## config.mk

```make
export PLATFORM = sky130hd
export DESIGN_NAME = elevator_scheduler
export DESIGN_NICKNAME = d
export VERILOG_FILES = /design/src/rtl/elevator_pkg.sv /design/src/rtl/elevator_timer.sv /design/src/rtl/elevator_scheduler.sv
export SDC_FILE = /design/constraint.sdc
export NUM_CORES = 1
export LEC_CHECK = 0
export CAP_MARGIN = 20
export CORE_AREA = 2 2 75 56
export CTS_BUF_LIST = sky130_fd_sc_hd__clkbuf_8 sky130_fd_sc_hd__clkbuf_16
export CTS_CLUSTER_SIZE = 14
export DETAILED_ROUTE_END_ITERATION = 10
export DIE_AREA = 0 0 77 58
export GPL_TIMING_DRIVEN = 1
export PLACE_DENSITY = 0.53
export SLEW_MARGIN = 20
export SYNTH_ARGS = -nofsm -noshare
export SYNTH_HDL_FRONTEND = slang
export SYNTH_HIERARCHICAL = 1
export SYNTH_SLANG_ARGS = --single-unit
```

## constraint.sdc

```tcl
create_clock -name clk -period 4.9 [get_ports clk]
set_clock_uncertainty 0.1 [all_clocks]
set_input_delay 0.98 -clock clk [delete_from_list [all_inputs] [get_ports clk]]
set_output_delay 0.98 -clock clk [all_outputs]
set_load 0.01 [all_outputs]
```

## src/rtl/elevator_pkg.sv

```systemverilog
// Shared floor encoding, controller state/direction types and the SCAN decision helper.
package elevator_pkg;

   localparam int unsigned FLOOR_W = 2;
   localparam int unsigned NFLOORS = 3;

   localparam logic [FLOOR_W-1:0] FLOOR_0 = 2'b00;
   localparam logic [FLOOR_W-1:0] FLOOR_1 = 2'b01;
   localparam logic [FLOOR_W-1:0] FLOOR_2 = 2'b10;

   typedef enum logic [1:0] {
      ST_IDLE    = 2'd0,
      ST_MOVE_UP = 2'd1,
      ST_MOVE_DN = 2'd2,
      ST_DOOR    = 2'd3
   } fsm_e;

   typedef enum logic {
      DIR_UP = 1'b0,
      DIR_DN = 1'b1
   } dir_e;

   typedef struct packed {
      fsm_e nxt;
      dir_e dir;
   } decision_t;

   function automatic logic [NFLOORS-1:0] above_mask(input logic [FLOOR_W-1:0] f);
      logic [NFLOORS-1:0] m;
      m = '0;
      case (f)
         FLOOR_0: m = 3'b110;
         FLOOR_1: m = 3'b100;
         default: m = 3'b000;
      endcase
      return m;
   endfunction

   function automatic logic [NFLOORS-1:0] below_mask(input logic [FLOOR_W-1:0] f);
      logic [NFLOORS-1:0] m;
      m = '0;
      case (f)
         FLOOR_1: m = 3'b001;
         FLOOR_2: m = 3'b011;
         default: m = 3'b000;
      endcase
      return m;
   endfunction

   // Serve here first, else keep going the current way, else reverse, else rest.
   function automatic decision_t decide(input logic [FLOOR_W-1:0] f,
                                        input dir_e               d,
                                        input logic [NFLOORS-1:0] req,
                                        input logic               from_idle);
      decision_t          r;
      logic [NFLOORS-1:0] up_req;
      logic [NFLOORS-1:0] dn_req;
      up_req = req & above_mask(f);
      dn_req = req & below_mask(f);
      r.nxt  = ST_IDLE;
      r.dir  = d;
      if (req[f]) begin
         r.nxt = ST_DOOR;
      end else if (from_idle && (|up_req) && (|dn_req)) begin
         r.nxt = ST_MOVE_UP;
         r.dir = DIR_UP;
      end else if (d == DIR_UP) begin
         if (|up_req) begin
            r.nxt = ST_MOVE_UP;
         end else if (|dn_req) begin
            r.nxt = ST_MOVE_DN;
            r.dir = DIR_DN;
         end
      end else begin
         if (|dn_req) begin
            r.nxt = ST_MOVE_DN;
         end else if (|up_req) begin
            r.nxt = ST_MOVE_UP;
            r.dir = DIR_UP;
         end
      end
      return r;
   endfunction

endpackage

```

## src/rtl/elevator_timer.sv

```systemverilog
// Loadable down-counter shared by door dwell and floor travel; done while count is zero.
module elevator_timer #(
   parameter int unsigned TMR_W = 4
) (
   input  logic             clk,
   input  logic             rst_n,
   input  logic             load,
   input  logic [TMR_W-1:0] load_val,
   output logic             done
);

   logic [TMR_W-1:0] count_q;
   logic [TMR_W-1:0] count_d;

   always_comb begin
      count_d = count_q;
      if (load) begin
         count_d = load_val;
      end else if (count_q != '0) begin
         count_d = count_q - TMR_W'(1);
      end
   end

   always_ff @(posedge clk or negedge rst_n) begin
      if (!rst_n) begin
         count_q <= '0;
      end else begin
         count_q <= count_d;
      end
   end

   assign done = (count_q == '0);

endmodule

```

## src/rtl/elevator_scheduler.sv

```systemverilog
// Three-floor elevator controller: latches hall requests, moves floor-by-floor with SCAN,
// and holds the door open for a counted dwell at each served floor.
module elevator_scheduler
   import elevator_pkg::*;
#(
   parameter int unsigned DOOR_CYCLES   = 4,
   parameter int unsigned TRAVEL_CYCLES = 8,
   parameter int unsigned TMR_W         = 4
) (
   input  logic               clk,
   input  logic               rst_n,
   input  logic               st_button,
   input  logic               nd_button,
   input  logic               rd_button,
   output logic [FLOOR_W-1:0] state,
   output logic               open_door,
   output logic               moving_up,
   output logic               moving_down,
   output logic [NFLOORS-1:0] pending
);

   logic [FLOOR_W-1:0] floor_q, floor_d;
   fsm_e               fsm_q, fsm_d;
   dir_e               dir_q, dir_d;
   logic [NFLOORS-1:0] pending_q, pending_d;
   logic               open_door_q, open_door_d;
   logic               moving_up_q, moving_up_d;
   logic               moving_down_q, moving_down_d;

   logic [NFLOORS-1:0] btn;
   logic               tmr_load;
   logic [TMR_W-1:0]   tmr_val;
   logic               tmr_done;

   logic               eval;
   logic               eval_idle;
   logic [FLOOR_W-1:0] eval_floor;
   logic [NFLOORS-1:0] eval_req;
   decision_t          dec;

   assign btn = {rd_button, nd_button, st_button};

   elevator_timer #(
      .TMR_W(TMR_W)
   ) u_timer (
      .clk     (clk),
      .rst_n   (rst_n),
      .load    (tmr_load),
      .load_val(tmr_val),
      .done    (tmr_done)
   );

   // Next state: request latching, decision points (idle, arrival, dwell end), timer control.
   always_comb begin
      floor_d    = floor_q;
      fsm_d      = fsm_q;
      dir_d      = dir_q;
      pending_d  = pending_q | btn;
      tmr_load   = 1'b0;
      tmr_val    = '0;
      eval       = 1'b0;
      eval_idle  = 1'b0;
      eval_floor = floor_q;
      eval_req   = pending_q;

      case (fsm_q)
         ST_IDLE: begin
            eval      = 1'b1;
            eval_idle = 1'b1;
         end
         ST_DOOR: begin
            // A press for the floor we are standing at only extends the dwell.
            if (btn[floor_q]) begin
               pending_d[floor_q] = pending_q[floor_q];
               tmr_load           = 1'b1;
               tmr_val            = TMR_W'(DOOR_CYCLES - 1);
            end else if (tmr_done) begin
               eval = 1'b1;
            end
         end
         ST_MOVE_UP, ST_MOVE_DN: begin
            if (tmr_done) begin
               eval       = 1'b1;
               eval_floor = (fsm_q == ST_MOVE_UP) ? floor_q + FLOOR_W'(1)
                                                  : floor_q - FLOOR_W'(1);
               eval_req   = pending_q | btn;
               floor_d    = eval_floor;
            end
         end
         default: ;
      endcase

      dec = decide(eval_floor, dir_q, eval_req, eval_idle);

      if (eval) begin
         fsm_d = dec.nxt;
         dir_d = dec.dir;
         case (dec.nxt)
            ST_DOOR: begin
               pending_d[eval_floor] = 1'b0;
               tmr_load              = 1'b1;
               tmr_val               = TMR_W'(DOOR_CYCLES - 1);
            end
            ST_MOVE_UP, ST_MOVE_DN: begin
               tmr_load = 1'b1;
               tmr_val  = TMR_W'(TRAVEL_CYCLES - 1);
            end
            default: ;
         endcase
      end

      open_door_d   = (fsm_d == ST_DOOR);
      moving_up_d   = (fsm_d == ST_MOVE_UP);
      moving_down_d = (fsm_d == ST_MOVE_DN);
   end

   always_ff @(posedge clk or negedge rst_n) begin
      if (!rst_n) begin
         floor_q       <= FLOOR_0;
         fsm_q         <= ST_IDLE;
         dir_q         <= DIR_UP;
         pending_q     <= '0;
         open_door_q   <= 1'b0;
         moving_up_q   <= 1'b0;
         moving_down_q <= 1'b0;
      end else begin
         floor_q       <= floor_d;
         fsm_q         <= fsm_d;
         dir_q         <= dir_d;
         pending_q     <= pending_d;
         open_door_q   <= open_door_d;
         moving_up_q   <= moving_up_d;
         moving_down_q <= moving_down_d;
      end
   end

   assign state       = floor_q;
   assign open_door   = open_door_q;
   assign moving_up   = moving_up_q;
   assign moving_down = moving_down_q;
   assign pending     = pending_q;

endmodule

```

* Word level (Yosys, flattened, before mapping) *
Cells that the tools add are included.

storage, ports and cells
  bits of input ports = 5
  logic and storage cells = 93
  register bits = 15

operators by class
  $lt $le $gt $ge = 4
  mux-type cells = 46
  bitwise logic cells = 6
  $add $sub $neg = 3
  equality and inequality tests = 11
  reductions and logical operators = 15

operator list
  operator               count
  $mux W3                9
  $mux W2                10
  $eq A2 B2 Y1 const B   7
  $mux W1                14
  $mux W4                3
  $and A3 B3 Y3          3
  $reduce_or A3 Y1       3
  $eq A2 B1 Y1 const B   4
  $pmux W4 S2            1
  $bmux W1 S2            3
  $lt A2 B3 Y1 const B   2
  $pmux W3 S2            1
  $demux W1 S2           2
  $ge A2 B1 Y1 const B   2
  $logic_and A1 B1 Y1    4
  $logic_not A2 Y1       2
  $logic_not A4 Y1       1
  $pmux W2 S2            1
  $reduce_bool A4 Y1     1
  $reduce_or A2 Y1       2
  $sub A4 B1 Y4 const B  1
  $bwmux W3              1
  $not A3 Y3             1
  $or A3 B3 Y3           1
  other kinds (6)        6

* Logic depth before layout (Yosys ltp) *
  word-level depth = 18
  depth in mapped cells = 18
  gate-level depth less buffers = 16

* By module *
The synthesis kept the hierarchy.

modules (own cells, without submodules)
  module              area each (µm²)  instances  seq. area each (µm²)  cells each
  elevator_scheduler  852.1            1          275.3                 87
  elevator_timer      234.0            1          100.1                 22

* Least setup slack after synthesis *
No wires, ideal clock.

  path kind = register to register
  start = reg u_timer.count_q[0]
  end = reg u_timer.count_q[3]
  required time = 4674 ps
  cell stages (with the launch flop) = 18
  setup time = 126 ps
  arrival = 3552 ps
  path slack = 1122 ps
  clock period less this slack = 3778 ps
  path through = dfrtp_1 inv_1 ha_1 nor3b_4 buf_2 nand2_1 o21ai_0 and2_1 inv_1 ha_1 a2bb2oi_1 o21ai_0 and3_4 ha_1 o22ai_1 clkbuf_1 nor3_1 a221o_1

between the ends
  longest elaborated chain between the ends = 17
  elaborated cells between the ends (all ways) = 40

RTL lines
  element                                               line                                    source
  start: declaration                                    elevator_timer.sv:12                    logic [TMR_W-1:0] count_q;
  start signal: assignment                              elevator_timer.sv:28                    count_q <= count_d;
  $logic_not A4 Y1 (*)                                  elevator_timer.sv:32                    assign done = (count_q == '0);
  net tmr_done                                          elevator_scheduler.sv:33                logic tmr_done;
  $mux W2 (*)                                           elevator_scheduler.sv:82                if (tmr_done) begin
  $mux W2 (*)                                           elevator_scheduler.sv:66                case (fsm_q)
  net eval_floor[1]                                     elevator_scheduler.sv:37                logic [FLOOR_W-1:0] eval_floor;
  $eq A2 B1 Y1 (tied with other cells)                  elevator_pkg.sv:31, elevator_pkg.sv:42
  $pmux W3 S2 / $pmux W2 S2 (equally long branches)     elevator_pkg.sv:31, elevator_pkg.sv:42
  $and A3 B3 Y3 (on tied branches)                      elevator_pkg.sv:58, elevator_pkg.sv:59
  (+4 left out)                                         n/a
  $mux W3                                               elevator_pkg.sv:64                      end else if (from_idle && (|up_req) && (|dn_req)) begin
  $mux W2 (*)                                           elevator_pkg.sv:62                      if (req[f]) begin
  $eq A2 B1 Y1 / $eq A2 B2 Y1 (equally long branches)   elevator_scheduler.sv:98                case (dec.nxt)
  $reduce_or A3 Y1 (no source line) (*)                 n/a
  $mux W1 (*)                                           elevator_scheduler.sv:98
  $mux W1 (*)                                           elevator_scheduler.sv:95                if (eval) begin
  net tmr_load                                          elevator_scheduler.sv:31                logic tmr_load;
  $mux W4 / $reduce_bool A2 Y1 (equally long branches)  n/a

Mark *: on every way through the listed nets, which the timed path passes. The rest lies on a longest branch. The select of a mux whose other input is x is not followed.
A chain may end at the register's enable or synchronous reset.

* Worst setup path after layout *
Same ends and word-level chain as after synthesis.

==> out/qor.yml <==
timing:
  finalMaxSlewViolations: 0
  rsz0062_at_grt: "no"
  max_clock_freq_mhz: 236
  hold_viol: 0
  fin_crit_sh: 0.864
  setup_viol: 0
  whs_ns: 0.420
  tns_ns: 0
  worst_slew_pin_slew_ns: 0.720
  timing.slew.headroom: 0.518
  fin_crit_ns: 4.23
route:
  route.detailed.drc: 0
  firstDrtPassIters: 4
  vias: 849
  wl_um: 2390
  vias_per_cell: 4.88
  wire_per_inst_um: 13.7
  drt-initial-drc-count: 55
  final_antenna_net_count: 0
global_routing:
  antenna_found_initial: 0
  grt_start_max_net_pins: 16
  grt_pass1_wl_um: 4210
  grt_pass1_vias: 869
  grtUsageTotal: 0.120
  overflow: 0
setup_path:
  criticalPathCategory: "flop to flop"
  cp-end-kind: "flop"
  rr_worst_depth: 16
  path_common_cell: "ha_1"
  crit_arrival_ns: 4.26
  worstPathRequired_ns: 4.93
  worstPathCellList: "inv_1 -> ha_1 -> nor3b_4 -> buf_4 -> nand2_1 -> o21ai_0 -> and2_1 -> inv_1 -> ha_1 -> a2bb2oi_1 -> o21ai_0 -> and3_4 -> ha_1 -> o22ai_1 -> nor3_1 -> a221o_1"
  slowest_stage: "o22ai_1"
  crit_path_max_fanout: 11
  startpoint_type: "flop"
  critPathMaxStageDelay_ns: 0.55
floorplanning:
  initial_core_util: 0.289
  ios: 13
  rows: 19
  dieHeight_um: 58
  core_sq_um: 3760
  fp.dieW_um: 77
  dieArea_sq_um: 4470
clock_network:
  clockBufferDepth: 2
  cts_hold_buffers: 0
  clockRootBuffer: "clkbuf_8"
  htreeDepth: 1
  cts_made_buffers: 3
  clock_latency_ns: 0.25
  cts_setup_buffers: 0
  clkSlewWorstSetupHoldPaths_ns: 0.07
  cts_sinks: 15
  cts-resized-gates: 0
  cts_tree: "yes"
layout:
  drive_gt1_frac: 0.139
  final_nets: 139
  layout_common_cells: "15 x dfrtp_1, 12 x clkdlybuf4s50_1, 11 x ha_1"
  num_antenna_cells: 0
  final_cells: 174
  final_common_cell: "dfrtp_1"
  area_delta_synth_final_pct: 19.6
logic_synthesis:
  synth_top_area_share: 0.346
  synthCells: 109
  syn-cell-area_sq_um: 1090
  ys_types: 46
  syn_nets: 125
  ys_warn_count: 6
  synth_top_cell_by_area: "dfrtp_1"
  synth-seq-area-share: 0.346
  avgSynthCellArea_sq_um: 9.96
  synth-seq-cells: 15
  synth_area_leaders: "dfrtp_1 35%, ha_1 13%, inv_1 3.1%, a31oi_1 2.9%, mux2i_1 2.8%"
flow_run:
  drv_cap: 0
placed_design:
  dp_hpwl_um: 1790
  dp.cells: 170
  portBuffers: 12
  gp_congestion: 0.752
power:
  total_power_mw: 0.930
  peakVddDrop_mv: 0.285
  total_leakage_power_nw: 0.564
  powerDensity_nw_per_um2: 716
worst_hold_path:
  hold_path_class: "flop to flop"
  hold_depth: 1
status:
  status: "finished clean"
## layout make-up
cell class,count,area [sq um]
Fill cell,406,2460
Multi-Input combinational cell,80,648
Sequential cell,15,375
Timing Repair Buffer,13,128
Tap cell,52,65.1
Clock buffer,3,41.3
Inverter,10,37.5
Clock inverter,1,3.75
## Yosys cell counts, drive strengths merged
cell type,instances
mux2i,3
nor3,2
a21oi,6
a221o,1
mux2,1
a2bb2oi,1
buf,3
a41oi,1
nor3b,2
or3,2
xor2,1
a21bo,1
o31ai,2
nand2b,1
nor2,3
xnor2,1
a21o,1
nor2b,2
a311o,1
nand3b,4
nand2,4
a211o,1
a31o,2
o22ai,1
and3,1
nand4,1
a311oi,1
nand3,4
and2,4
o21a,1
o21ai,4
o2111ai,1
o2bb2ai,2
conb,1
dfrtp,15
inv,10
ha,11
clkbuf,1
a31oi,5
## path summary, 6_finish.rpt
| path | slack, ns | start | end |
|---|---|---|---|
| min in group asynchronous | 1.05 | rst_n | state[1] |
| worst max-delay path | 0.67 | u_timer/count_q[0] | u_timer/count_q[3] |
| worst min-delay path | 0.42 | dir_q | dir_q |
| worst min register to register | 0.42 | dir_q | dir_q |
| max in group asynchronous | 3.18 | rst_n | pending[2] |
| worst max register to register | 0.67 | u_timer/count_q[0] | u_timer/count_q[3] |
## cell families after synthesis
logic type | Yosys count | synth area share
simple gates | 30 | 0.181
compound gates | 32 | 0.232
flops | 15 | 0.346
fa+ha+maj | 11 | 0.127
other cells | 1 | 0.00345
buf+inv | 14 | 0.0576
mux | 4 | 0.0380
xor+xnor | 2 | 0.0161
## registers in the layout (all words and copies together) (netlist names)
signal / flops
dir_q: 1
fsm_q: 2
moving_down: 1
moving_up: 1
open_door: 1
pending: 3
state: 2
u_timer/count_q: 4
## metal layers
layer  GRT usage  part of all wire
met5           0                 0
met4      0.0357            0.0059
met3      0.0374             0.034
met2       0.178              0.45
met1       0.170              0.51
## per-stage QoR
stage,utilization,cell area [sq um],worst slack [ns]
finish,0.346,1300,0.668
global route,0.346,1300,0.350
CTS,0.346,1300,0.665
detailed placement,0.334,1250,0.676
global placement,0.334,1250,0.808
floorplan,-,1090,1.12
## power by group
group / switching [mW] / internal [mW]
Sequential: 0.0520 / 0.174
Combinational: 0.327 / 0.277
Clock: 0.0442 / 0.0555
## critical path, delay by kind of cell, from the launching register on
| family | cells | cell delay (ns) |
|---|---|---|
| AO/OA/AOI/OAI | 5 | 1.68 |
| adder cells (fa/ha/maj) | 3 | 0.67 |
| buffers and inverters | 3 | 0.38 |
| flip-flops | 1 | 0.38 |
| AND/OR/NAND/NOR | 5 | 0.88 |
(Power assumes the default switching activity.)
